==> config.mk <==
export PLATFORM = sky130hd
export DESIGN_NAME = l2spm_rr_arbiter
export DESIGN_NICKNAME = d
export VERILOG_FILES = /design/src/rtl/l2spm_rr_arbiter.sv
export SDC_FILE = /design/constraint.sdc
export NUM_CORES = 1
export LEC_CHECK = 0
export ABC_AREA = 0
export BUFFER_PORTS_ARGS = -buffer_cell sky130_fd_sc_hd__buf_2
export CORE_AREA = 2 2 306 308
export CTS_BUF_LIST = sky130_fd_sc_hd__clkbuf_4 sky130_fd_sc_hd__clkbuf_8 sky130_fd_sc_hd__clkbuf_16
export DETAILED_ROUTE_END_ITERATION = 10
export DIE_AREA = 0 0 308 310
export PLACE_DENSITY = 0.3
export SYNTH_ARGS = -nofsm -noshare
export SYNTH_HDL_FRONTEND = slang
export SYNTH_SLANG_ARGS = --single-unit
==> constraint.sdc <==
create_clock -name clk_i -period 1.9 [get_ports clk_i]
set_input_delay 0.095 -clock clk_i [delete_from_list [all_inputs] [get_ports clk_i]]
set_output_delay 0.095 -clock clk_i [all_outputs]
set_load 0.01 [all_outputs]
==> src/rtl/l2spm_rr_arbiter.sv <==
// Round-robin arbiter sharing the single-ported L2 scratchpad SRAM among bus masters.
// Define L2SPM_ARB_RANGE_CHECK_EN to reject out-of-range addresses with err_o.
module l2spm_rr_arbiter #(
  parameter int unsigned          NumReq       = 4,
  parameter int unsigned          AddrWidth    = 64,
  parameter int unsigned          DataWidth    = 64,
  parameter int unsigned          MemAddrWidth = 13,
  parameter logic [AddrWidth-1:0] BaseAddr     = 'h1C00_0000,
  parameter logic [AddrWidth-1:0] Length       = 'h10000
) (
  input  logic                                  clk_i,
  input  logic                                  rst_ni,
  input  logic [NumReq-1:0]                     req_i,
  input  logic [NumReq-1:0][AddrWidth-1:0]      addr_i,
  input  logic [NumReq-1:0]                     we_i,
  input  logic [NumReq-1:0][DataWidth/8-1:0]    be_i,
  input  logic [NumReq-1:0][DataWidth-1:0]      wdata_i,
  output logic [NumReq-1:0]                     gnt_o,
  output logic [NumReq-1:0]                     rvalid_o,
  output logic [DataWidth-1:0]                  rdata_o,
  output logic                                  err_o,
  output logic                                  mem_req_o,
  output logic                                  mem_we_o,
  output logic [MemAddrWidth-1:0]               mem_addr_o,
  output logic [DataWidth/8-1:0]                mem_be_o,
  output logic [DataWidth-1:0]                  mem_wdata_o,
  input  logic [DataWidth-1:0]                  mem_rdata_i
);

  localparam int unsigned PtrWidth = (NumReq > 1) ? $clog2(NumReq) : 1;
  localparam int unsigned OffWidth = $clog2(DataWidth / 8);

  logic [PtrWidth-1:0]  rr_ptr_q, rr_ptr_d;
  logic [PtrWidth-1:0]  win;
  logic                 found;
  logic                 grant;
  logic                 in_range;
  logic [AddrWidth-1:0] win_addr;
  logic [AddrWidth-1:0] offset;
  logic                 unused_offset;
  int unsigned          cand;

  logic                 rsp_valid_q;
  logic [PtrWidth-1:0]  rsp_idx_q;
  logic                 rsp_err_q;
  logic                 rsp_we_q;

  // First requester at or above rr_ptr (modulo NumReq) wins.
  always_comb begin
    found = 1'b0;
    win   = '0;
    cand  = 0;
    for (int unsigned i = 0; i < NumReq; i++) begin
      cand = (32'(rr_ptr_q) + i) % NumReq;
      if (!found && req_i[PtrWidth'(cand)]) begin
        found = 1'b1;
        win   = PtrWidth'(cand);
      end
    end
  end

  assign grant    = found & rst_ni;
  assign win_addr = addr_i[win];
  assign offset   = win_addr - BaseAddr;
  assign unused_offset = ^offset;

`ifdef L2SPM_ARB_RANGE_CHECK_EN
  assign in_range = (win_addr >= BaseAddr) && (offset < Length);
`else
  assign in_range = 1'b1;
`endif

  always_comb begin
    gnt_o      = '0;
    gnt_o[win] = grant;
  end

  assign mem_req_o   = grant & in_range;
  assign mem_we_o    = we_i[win];
  assign mem_addr_o  = offset[OffWidth +: MemAddrWidth];
  assign mem_be_o    = be_i[win];
  assign mem_wdata_o = wdata_i[win];

  always_comb begin
    rr_ptr_d = rr_ptr_q;
    if (grant) begin
      rr_ptr_d = (win == PtrWidth'(NumReq - 1)) ? '0 : win + 1'b1;
    end
  end

  always_ff @(posedge clk_i or negedge rst_ni) begin
    if (!rst_ni) begin
      rr_ptr_q    <= '0;
      rsp_valid_q <= 1'b0;
      rsp_idx_q   <= '0;
      rsp_err_q   <= 1'b0;
      rsp_we_q    <= 1'b0;
    end else begin
      rr_ptr_q    <= rr_ptr_d;
      rsp_valid_q <= grant;
      if (grant) begin
        rsp_idx_q <= win;
        rsp_err_q <= ~in_range;
        rsp_we_q  <= we_i[win];
      end
    end
  end

  always_comb begin
    rvalid_o            = '0;
    rvalid_o[rsp_idx_q] = rsp_valid_q;
  end

  assign rdata_o = (rsp_valid_q && !rsp_we_q && !rsp_err_q) ? mem_rdata_i : '0;

`ifdef L2SPM_ARB_RANGE_CHECK_EN
  assign err_o = rsp_valid_q & rsp_err_q;
`else
  assign err_o = 1'b0;
`endif

`ifndef SYNTHESIS
  // A pending request must be held until it is granted.
  for (genvar g = 0; g < NumReq; g++) begin : gen_req_hold_chk
    req_held_until_gnt: assert property (@(posedge clk_i) disable iff (!rst_ni)
      (req_i[g] && !gnt_o[g]) |=> req_i[g]);
  end
`endif

endmodule

==> results of run 1 <==
## per-stage QoR
step | cell area, sq um | setup TNS [ns] | util [%] | instances
2_1_floorplan | 3652 | 0 | - | 406
3_3_place_gp | 8387 | -3.336 | 9.068 | 2206
3_5_place_dp | 8387 | -4.148 | 9.068 | 2206
4_1_cts | 8926 | -19.62 | 9.651 | 2226
5_1_grt | 9139 | -27.39 | 9.881 | 2239
6_report | 9151 | -15.83 | 9.894 | 2244
## power breakdown
group,internal (mW),leakage (nW),switching [mW],total (mW)
Clock,0.270,0.0370,0.0658,0.335
Sequential,0.169,0.0712,0.0378,0.207
Combinational,3.72,4.66,3.39,7.12
## flip-flops by register name, indices dropped and copies added, names as in the netlist
register / cells
rr_ptr_q: 2
rsp_we_q: 1
rsp_idx_q: 2
rsp_valid_q: 1
## worst max-delay path: stages, from the launching register on
cell     delay, ns
dfrtp_1       0.37
a21o_1        0.17
a21oi_2       0.14
o22a_4        0.24
buf_4         0.15
buf_12        0.13
mux2i_2       0.22
buf_4         0.15
mux2i_1       0.08
buf_4         0.16
## worst max-delay path by stage
stage / to / slack [ns] / cells past startpoint / from
after detailed placement: mem_wdata_o[29] / -0.13 / 8 / rr_ptr_q[1]$_DFFE_PN0P_
after floorplan: rr_ptr_q[1]$_DFFE_PN0P_ / 0.23 / 9 / rr_ptr_q[1]$_DFFE_PN0P_
after global placement: mem_wdata_o[40] / -0.13 / 8 / rr_ptr_q[1]$_DFFE_PN0P_
after global routing: mem_wdata_o[24] / -0.41 / 9 / rr_ptr_q[1]$_DFFE_PN0P_
final: mem_wdata_o[11] / -0.26 / 9 / rr_ptr_q[1]$_DFFE_PN0P_
after CTS: mem_wdata_o[1] / -0.28 / 9 / rr_ptr_q[1]$_DFFE_PN0P_
## placed cells by master (no fill, tap or decap), types with 2 or more instances in the layout
cell and count:
and2_1 65, buf_12 17, buf_16 6, buf_2 559, buf_4 66, buf_6 14, buf_8 2, clkbuf_16 5
dfrtp_1 5, diode_2 9, inv_1 3, mux2i_1 240, mux2i_2 15, mux2i_4 3, nand2_1 10, nand2b_1 2
nor2_1 4, nor3b_1 2
## layout make-up
type,count,area share [%]
Antenna cell,9,0.2461
Sequential cell,6,1.654
Tap cell,1197,16.37
Timing Repair Buffer,667,44.22
Multi-Input combinational cell,358,36.53
Inverter,4,0.1641
Clock buffer,3,0.8203
## kinds of logic after synthesis
| group | Yosys count | synth area share (%) |
|---|---|---|
| AO/OA/AOI/OAI | 10 | 2.124 |
| adder cells (fa/ha/maj) | 1 | 0.3425 |
| buffers and inverters | 42 | 8.427 |
| flip-flops | 6 | 4.111 |
| multiplexers | 258 | 70.71 |
| other | 1 | 0.1027 |
| AND/OR/NAND/NOR | 88 | 14.18 |
## routing by layer
layer | vias up | track usage, % | routed length [um]
met3 | 137 | 2.997 | 4775
met5 | - | 0 | 132
met2 | 556 | 16.14 | 21800
li1 | 2747 | - | -
met4 | 22 | 1.509 | 1397
met1 | 2557 | 8.754 | 15400
## repair_timing
| action | CTS | global route |
|---|---|---|
| pin swaps | 2 | 1 |
| hold endpoints to repair | 6 | 0 |
| hold buffers | 1 | 0 |
| endpoints found under the setup margin | 91 | 92 |
| resized for setup | 51 | 31 |
| setup buffers | 11 | 7 |
| gates cloned | 5 | 2 |
==> reports/qor.yml, run 1 <==
cells_and_area:
  fillCellCount: 10880
  areaGrowthSynthToFinish_pct: 150.6
  multi_input_area_sq_um: 3343
  layout-drive-gt1-share_pct: 67.24
  regArea_sq_um: 151.4
  finalNetCount: 1659
yosys:
  yosys.area.top_type: "mux2i_1"
  async_reset_ff_share_pct: 100.0
  synth-edff-count: 0
  yosys_warnings: 0
  synthTopCellsByCount: "258 x mux2i_1, 65 x and2_1, 15 x buf_6, 12 x buf_2, 11 x nand2_1"
  postSynthAreaPerCell_sq_um: 8.996
  synth_fp_nets: 1025
  ys_seq_area_share_pct: 4.111
  yosysMostFrequentCell: "mux2i_1"
  ys_seq_elements: 6
  ys.flop_type: "dfrtp_1"
  synthDistinctLibCells: 26
  synth_cells: 406
  synth_top_area_share_pct: 70.71
  synth_area_leaders: "mux2i_1 71%, and2_1 11%, buf_6 4.6%"
  syn_area_sq_um: 3652
timing:
  rsz0062_at_grt: "true"
  post-route-min-period_ns: 2.158
  hold_ws_ns: 0.2885
  post-route-period-util_pct: 113.6
  fin_ws_ns: -0.2576
  skew_ns: 0.0002440
  hold_viol: 0
  slew_viol_final: 0
  fmax_ghz: 0.4635
  finalSetupViolCount: 89
worst_setup_path:
  r2r_start: "rr_ptr_q[1]$_DFFE_PN0P_"
  crit_type: "reg -> out"
  r2r_setup_slack_ns: -0.06
  end_kind: "output pin"
  r2r_cells: 9
  crit_fanout: 10
  critPathLaunchType: "flip-flop"
  worst_ep_required_time_ns: 1.80
  cp.arrival_ns: 2.06
  r2r_end: "rsp_we_q$_DFFE_PN0P_"
place:
  gp_congestion: 0.7234
  dp_hpwl_um: 39620
  dpl_worst_slack_ns: -0.1307
  io_buffers: 572
die:
  initial_core_util_pct: 3.949
  dieWidth_um: 308
  die-area_sq_um: 95480
  num_rows: 112
  core-area_sq_um: 92490
  io_pins: 778
  chipHeight_um: 310
global_route:
  grt_max_degree: 65
  track_usage_pct: 8.394
  grt_pass1_vias: 5903
  grt_pass1_wl_um: 53050
  antenna_found_initial: 70
  grt_overflow: 0
detailed_routing:
  drtIter0Drc: 142
  vias: 6019
  vias_per_cell: 2.682
  wl_per_cell_um: 19.38
  route.detailed.drc: 0
  ant_nets: 0
  firstDrtPassIters: 4
  routed_wl_um: 43500
job:
  max_cap_viol_count: 0
clock_tree:
  cts_tree: "built"
  cts_made_buffers: 3
  path_clk_slew_ns: 0.03
  cts-root-buf: "clkbuf_16"
  htreeDepth: 1
  cts.sinks: 6
  cts_buffer_depth: 2
  clk_latency_ns: 0.23
power:
  cellLeakagePower_nw: 4.766
  vdd_drop_max_mv: 0.2727
  powerDensity_nw_per_um2: 836.9
  power_mw: 7.658
worst_hold_path:
  hold_path_class: "in -> async"
status:
  violations: "negative setup slack"
  status: "finished with violations"
(Power assumes the default switching activity.)
==> run 2, diff against run 1 <==
--- a/config.mk
+++ b/config.mk
@@ -5,13 +5,13 @@
 export SDC_FILE = /design/constraint.sdc
 export NUM_CORES = 1
 export LEC_CHECK = 0
-export ABC_AREA = 0
+export ABC_AREA = 1
 export BUFFER_PORTS_ARGS = -buffer_cell sky130_fd_sc_hd__buf_2
 export CORE_AREA = 2 2 306 308
 export CTS_BUF_LIST = sky130_fd_sc_hd__clkbuf_4 sky130_fd_sc_hd__clkbuf_8 sky130_fd_sc_hd__clkbuf_16
 export DETAILED_ROUTE_END_ITERATION = 10
 export DIE_AREA = 0 0 308 310
-export PLACE_DENSITY = 0.3
+export PLACE_DENSITY = 0.31
 export SYNTH_ARGS = -nofsm -noshare
 export SYNTH_HDL_FRONTEND = slang
 export SYNTH_SLANG_ARGS = --single-unit
==> run 2 against run 1 <==
Final area up 6.5%. Critical path depth is 6 higher. Wire length down 23%. Sequential power rose by 29%. The run still ends with negative setup slack left. Power grew to 3.3 times the previous value. Via count rose by 27%. Die area stayed put. Sequential share of layout area shrank 0.088 points. Register-to-register slack got worse by 0.10 ns.
==> reports/qor.yml, run 2 <==
clock_tree:
  cts_buffer_depth: 2
  path_clk_slew_ns: 0.04
  cts-root-buf: "clkbuf_16"
  cts.sinks: 6
  htreeDepth: 1
  cts_made_buffers: 3
  clk_latency_ns: 0.23
  cts_tree: "built"
power:
  vdd_drop_max_mv: 1.353
  powerDensity_nw_per_um2: 2573
  cellLeakagePower_nw: 5.285
  power_mw: 25.08
timing:
  finalSetupViolCount: 96
  rsz0062_at_grt: "true"
  post-route-min-period_ns: 2.520
  post-route-period-util_pct: 132.6
  hold_viol: 0
  slew_viol_final: 0
  fin_ws_ns: -0.6197
  fmax_ghz: 0.3969
  skew_ns: 0.007490
die:
  core-area_sq_um: 92490
  chipHeight_um: 310
  dieWidth_um: 308
  die-area_sq_um: 95480
  initial_core_util_pct: 4.521
  num_rows: 112
  io_pins: 778
yosys:
  yosys_warnings: 0
  yosys.area.top_type: "nand3_1"
  synth_cells: 814
  async_reset_ff_share_pct: 100.0
  postSynthAreaPerCell_sq_um: 5.137
  synth-edff-count: 0
  synth_area_leaders: "nand3_1 32%, inv_1 14%, o211ai_1 14%"
  ys_seq_area_share_pct: 3.591
  ys_seq_elements: 6
  ys.flop_type: "dfrtp_1"
  synthDistinctLibCells: 29
  synthTopCellsByCount: "264 x nand3_1, 160 x inv_1, 129 x nand2_1, 76 x o211ai_1, 69 x nor2_1"
  synth_top_area_share_pct: 31.60
  synth_fp_nets: 1433
  yosysMostFrequentCell: "nand3_1"
  syn_area_sq_um: 4182
worst_setup_path:
  crit_fanout: 9
  r2r_end: "rr_ptr_q[1]$_DFFE_PN0P_"
  r2r_cells: 12
  crit_family: "buffers and inverters"
  cp.arrival_ns: 2.42
  r2r_start: "rr_ptr_q[0]$_DFFE_PN0P_"
  worst-path-buf-inv: 5
  worst_ep_required_time_ns: 1.80
  slowest_delay_ns: 0.46
  cpMaxStageDelayCell: "dfrtp_2"
  end_kind: "output pin"
  r2r_setup_slack_ns: -0.16
  critPathLaunchType: "flip-flop"
  crit_chain: "clkbuf_16 > nand2_1 > nand2_2 > nand2_1 > nand2_2 > nor2_1 > nor2_2 > nand2_4 > nand2_8 > buf_12 > clkbuf_16 > buf_6 > o211ai_4 > nand3_1 > buf_2"
  crit_type: "reg -> out"
global_route:
  grt_pass1_wl_um: 44660
  grt_overflow: 0
  track_usage_pct: 6.206
  grt_max_degree: 55
  grt_pass1_vias: 7226
  antenna_found_initial: 9
detailed_routing:
  highest_layer: "met5"
  dr_wl_met2_um: 16280
  route.detailed.drc: 0
  met1_length_um: 13480
  wl_met3_um: 2668
  firstDrtPassIters: 4
  ant_nets: 0
  routed_wl_um: 33420
  vias_per_cell: 2.917
  drtIter0Drc: 241
  wl_per_cell_um: 12.77
  vias: 7634
status:
  status: "finished with violations"
  violations: "negative setup slack"
cells_and_area:
  final_cell_mix: "567 x buf_2, 252 x nand3_1, 159 x inv_1"
  areaGrowthSynthToFinish_pct: 133.0
  final_common_cell: "buf_2"
  final_cells: 2617
  fillCellCount: 11060
  layout-drive-gt1-share_pct: 52.54
  reg_top3: "rr_ptr_q x2, rsp_idx_q x2"
  finalNetCount: 2039
worst_hold_path:
  hold_path_class: "in -> async"
job:
  max_cap_viol_count: 0
place:
  gp_congestion: 0.7644
  io_buffers: 572
  dp_hpwl_um: 28670
  dpl.cell_count: 2587
==> run 2: power by group <==
part           leakage [nW]  switching [mW]  total [mW]  internal [mW]
Sequential           0.0702          0.0727       0.268          0.195
Combinational          5.18            13.3        24.5           11.2
Clock                0.0370          0.0801       0.351          0.271
==> run 2: repair_timing <==
item	CTS	global route
cloned	1	4
pin swaps	2	11
hold endpoints to repair	6	0
buffers inserted	6	13
setup endpoints to repair	114	97
gates resized for setup	43	67
hold buffers	1	0
==> run 2: metal layers <==
metal	global-route usage [%]	up-vias
li1	-	3879
met2	11.28	385
met1	7.153	3324
met3	1.526	36
met4	1.792	10
met5	0	-
==> run 2: cells by family after synthesis <==
kind of cell | share of synthesized area (%)
adders and majority gates | 0.2992
AOI/OAI and AO/OA | 17.12
buffers and inverters | 27.23
and+or+nand+nor | 51.68
DFF | 3.591
other | 0.08968
==> run 2: per-stage QoR <==
step	worst slack (ns)	hold WS, ns	instance area, sq um	util, %	TNS (ns)
6_report	-0.6197	0.2744	9744	10.54	-48.55
4_1_cts	-0.6730	0.2839	9258	10.01	-51.62
5_1_grt	-0.7894	0.3146	9742	10.53	-64.60
3_3_place_gp	-0.4920	-0.02587	8899	9.621	-33.02
3_5_place_dp	-0.4621	-0.02561	8899	9.621	-32.57
2_1_floorplan	0.006265	-0.2006	4187	-	0
==> run 2: cell type report <==
cell class              instances  area (sq um)  area share (%)
diodes                          2         5.005         0.05136
clock buffers                   3         75.07          0.7704
inverters                     165         635.6           6.523
repair buffers                675          4273           43.85
multi-input cells             569          3105           31.87
flip-flops and latches          6         152.6           1.567
well taps                    1197          1498           15.37
==> run 2: worst max path at each step <==
stage / startpoint / end / slack [ns] / cells after the start
detailed placement: rr_ptr_q[0]$_DFFE_PN0P_ / mem_wdata_o[16] / -0.46 / 14
floorplan: rr_ptr_q[0]$_DFFE_PN0P_ / rr_ptr_q[1]$_DFFE_PN0P_ / 0.006 / 13
CTS: rr_ptr_q[0]$_DFFE_PN0P_ / mem_wdata_o[52] / -0.67 / 16
finish: rr_ptr_q[0]$_DFFE_PN0P_ / mem_be_o[4] / -0.62 / 15
global route: rr_ptr_q[0]$_DFFE_PN0P_ / mem_wdata_o[34] / -0.79 / 15
global placement: rr_ptr_q[0]$_DFFE_PN0P_ / mem_wdata_o[16] / -0.49 / 14
==> run 3, diff against run 2 <==
--- a/config.mk
+++ b/config.mk
@@ -12,6 +12,7 @@
 export DETAILED_ROUTE_END_ITERATION = 10
 export DIE_AREA = 0 0 308 310
 export PLACE_DENSITY = 0.31
+export RECOVER_POWER = 25
 export SYNTH_ARGS = -nofsm -noshare
 export SYNTH_HDL_FRONTEND = slang
 export SYNTH_SLANG_ARGS = --single-unit
==> run 3 against run 2 <==
The flow still finishes with violations (negative setup slack). Non-clock buffer count stayed put. Via count hardly changed. Fmax hardly changed. Setup slack hardly changed. Cell count stayed put. Global-route usage stayed put. Clock power hardly changed. Sequential share of layout area hardly changed. Hold slack better by 0.074 ns. Critical path depth stayed put. Flip-flop and latch count stayed put. Sequential power hardly changed. Critical endpoint unchanged. Highest routed layer unchanged.
==> reports/qor.yml, run 3 (same netlist as run 2, synthesis figures left out) <==
cells_and_area:
  final_cell_mix: "555 x buf_2, 252 x nand3_1, 159 x inv_1"
  layout-drive-gt1-share_pct: 51.69
  postLayoutCellArea_sq_um: 9727
  reg_top3: "rr_ptr_q x2, rsp_idx_q x2"
  areaGrowthSynthToFinish_pct: 132.6
  fillCellCount: 11070
  finalNetCount: 2039
  final_cells: 2617
  final_common_cell: "buf_2"
detailed_routing:
  drtIter0Drc: 235
  ant_nets: 0
  vias: 7637
  wl_per_cell_um: 12.78
  vias_per_cell: 2.918
  routed_wl_um: 33440
  route.detailed.drc: 0
  firstDrtPassIters: 6
worst_hold_path:
  hold_path_class: "in -> reg"
clock_tree:
  cts.sinks: 6
  cts-root-buf: "clkbuf_16"
  clk_latency_ns: 0.23
  path_clk_slew_ns: 0.04
  cts_made_buffers: 3
  cts_buffer_depth: 2
  cts_tree: "built"
  htreeDepth: 1
power:
  switchingPower_mw: 13.43
  seq_power_share_pct: 1.1
  p_sw_share_pct: 53.62
  powerDensity_nw_per_um2: 2575
  internal_power_mw: 11.61
  pwr-share-clk_pct: 1.4
  comb_power_share_pct: 97.5
  vdd_drop_max_mv: 1.353
  cellLeakagePower_nw: 5.238
timing:
  finalSetupViolCount: 96
  rsz0062_at_grt: "true"
  fin_tns_setup_ns: -48.57
  relSlewSlack_pct: 56.32
  hold_ws_ns: 0.3479
  hold_viol: 0
  fin_ws_ns: -0.6200
  post-route-min-period_ns: 2.520
  slew_viol_final: 0
  fmax_ghz: 0.3968
  tightest_slew_ns: 0.6551
  skew_ns: 0.007490
  post-route-period-util_pct: 132.6
status:
  violations: "negative setup slack"
  status: "finished with violations"
worst_setup_path:
  crit_type: "reg -> out"
  cpMaxStageDelayCell: "dfrtp_2"
  critPathLaunchType: "flip-flop"
  endpoint: "mem_be_o[4]"
  r2r_start: "rr_ptr_q[0]$_DFFE_PN0P_"
  crit_family: "buffers and inverters"
  r2r_end: "rr_ptr_q[1]$_DFFE_PN0P_"
  crit_chain: "clkbuf_16 > nand2_1 > nand2_2 > nand2_1 > nand2_2 > nor2_1 > nor2_2 > nand2_4 > nand2_8 > buf_12 > clkbuf_16 > buf_6 > o211ai_4 > nand3_1 > buf_2"
  worst_ep_required_time_ns: 1.80
  worst-path-buf-inv: 5
  cp-startpoint: "rr_ptr_q[0]$_DFFE_PN0P_"
  r2r_cells: 12
  slowest_delay_ns: 0.46
  cp.arrival_ns: 2.43
  crit_fanout: 9
  timing.critical_path.depth: 15
  r2r_setup_slack_ns: -0.16
  end_kind: "output pin"
die:
  die-area_sq_um: 95480
  num_rows: 112
  io_pins: 778
  core-area_sq_um: 92490
  chipHeight_um: 310
  initial_core_util_pct: 4.521
  dieWidth_um: 308
place:
  dp_hpwl_um: 28670
  io_buffers: 572
  dpl.cell_count: 2587
  gp_congestion: 0.7644
  dpl-instance-area_sq_um: 8899
global_route:
  grt_overflow: 0
  track_usage_pct: 6.206
  grt_pass1_wl_um: 44660
  grt_pass1_vias: 7226
  antenna_found_initial: 9
  grt_max_degree: 55
job:
  max_cap_viol_count: 0
==> run 3: worst register-to-register path, cell delays in order (launching register included) <==
cell     delay [ns]
dfrtp_2        0.46
buf_12         0.16
nand2_2        0.08
nand2_4        0.07
buf_4          0.13
buf_4          0.12
nand4_1        0.13
nand3_4        0.15
buf_6          0.15
buf_12         0.14
ha_4           0.29
nand2_1        0.05
o21ai_0        0.06
==> run 3: routing by layer <==
layer  wire (um)  GRT usage (%)  up-vias
li1            -              -     3879
met1       13480          7.153     3329
met2       16300          11.28      383
met3        2668          1.526       36
met4         930          1.792       10
met5          56              0        -
==> run 3: final cells by class <==
type / count / area, sq um / share of cell area (%)
tap: 1197 / 1498 / 15.40
sequential: 6 / 152.6 / 1.569
clock buffer: 3 / 75.07 / 0.7718
timing repair buffer: 675 / 4258 / 43.77
multi-input combinational: 569 / 3103 / 31.90
antenna: 2 / 5.005 / 0.05145
inverter: 165 / 635.6 / 6.535
==> run 3: worst min path at each step <==
stage	to	depth (start not counted)	slack (ns)	start
finish	rsp_we_q$_DFFE_PN0P_	7	0.35	we_i[2]
global route	rsp_we_q$_DFFE_PN0P_	7	0.44	we_i[2]
CTS	rsp_valid_q$_DFF_PN0_	2	0.28	rst_ni
detailed placement	rsp_idx_q[0]$_DFFE_PN0P_	1	-0.03	rst_ni
global placement	rsp_idx_q[0]$_DFFE_PN0P_	1	-0.03	rst_ni
floorplan	rr_ptr_q[0]$_DFFE_PN0P_	0	-0.20	rst_ni
==> run 3: timing repair <==
item | in CTS | in global routing
cloned | 1 | 4
hold endpoints to repair | 6 | 0
setup buffers | 6 | 13
hold buffers | 1 | 0
pin swaps | 2 | 11
gates resized for setup | 43 | 67
endpoints found under the setup margin | 114 | 97
==> run 3: stage by stage <==
stage	total power, mW	setup WS [ns]	utilization (%)
after floorplan	12.35	0.006265	-
after global placement	22.09	-0.4920	9.621
after detailed placement	21.66	-0.4621	9.621
after CTS	23.46	-0.6730	10.01
after global routing	27.45	-0.7894	10.51
final	25.04	-0.6200	10.52
==> run 3: power groups by stage <==
stage	sequential [mW]	clock, mW	combinational [mW]
after CTS	0.245	0.364	22.9
after floorplan	0.228	0	12.1
after global routing	0.279	0.371	26.8
after global placement	0.242	0	21.9
after detailed placement	0.243	0	21.4
final	0.267	0.351	24.4
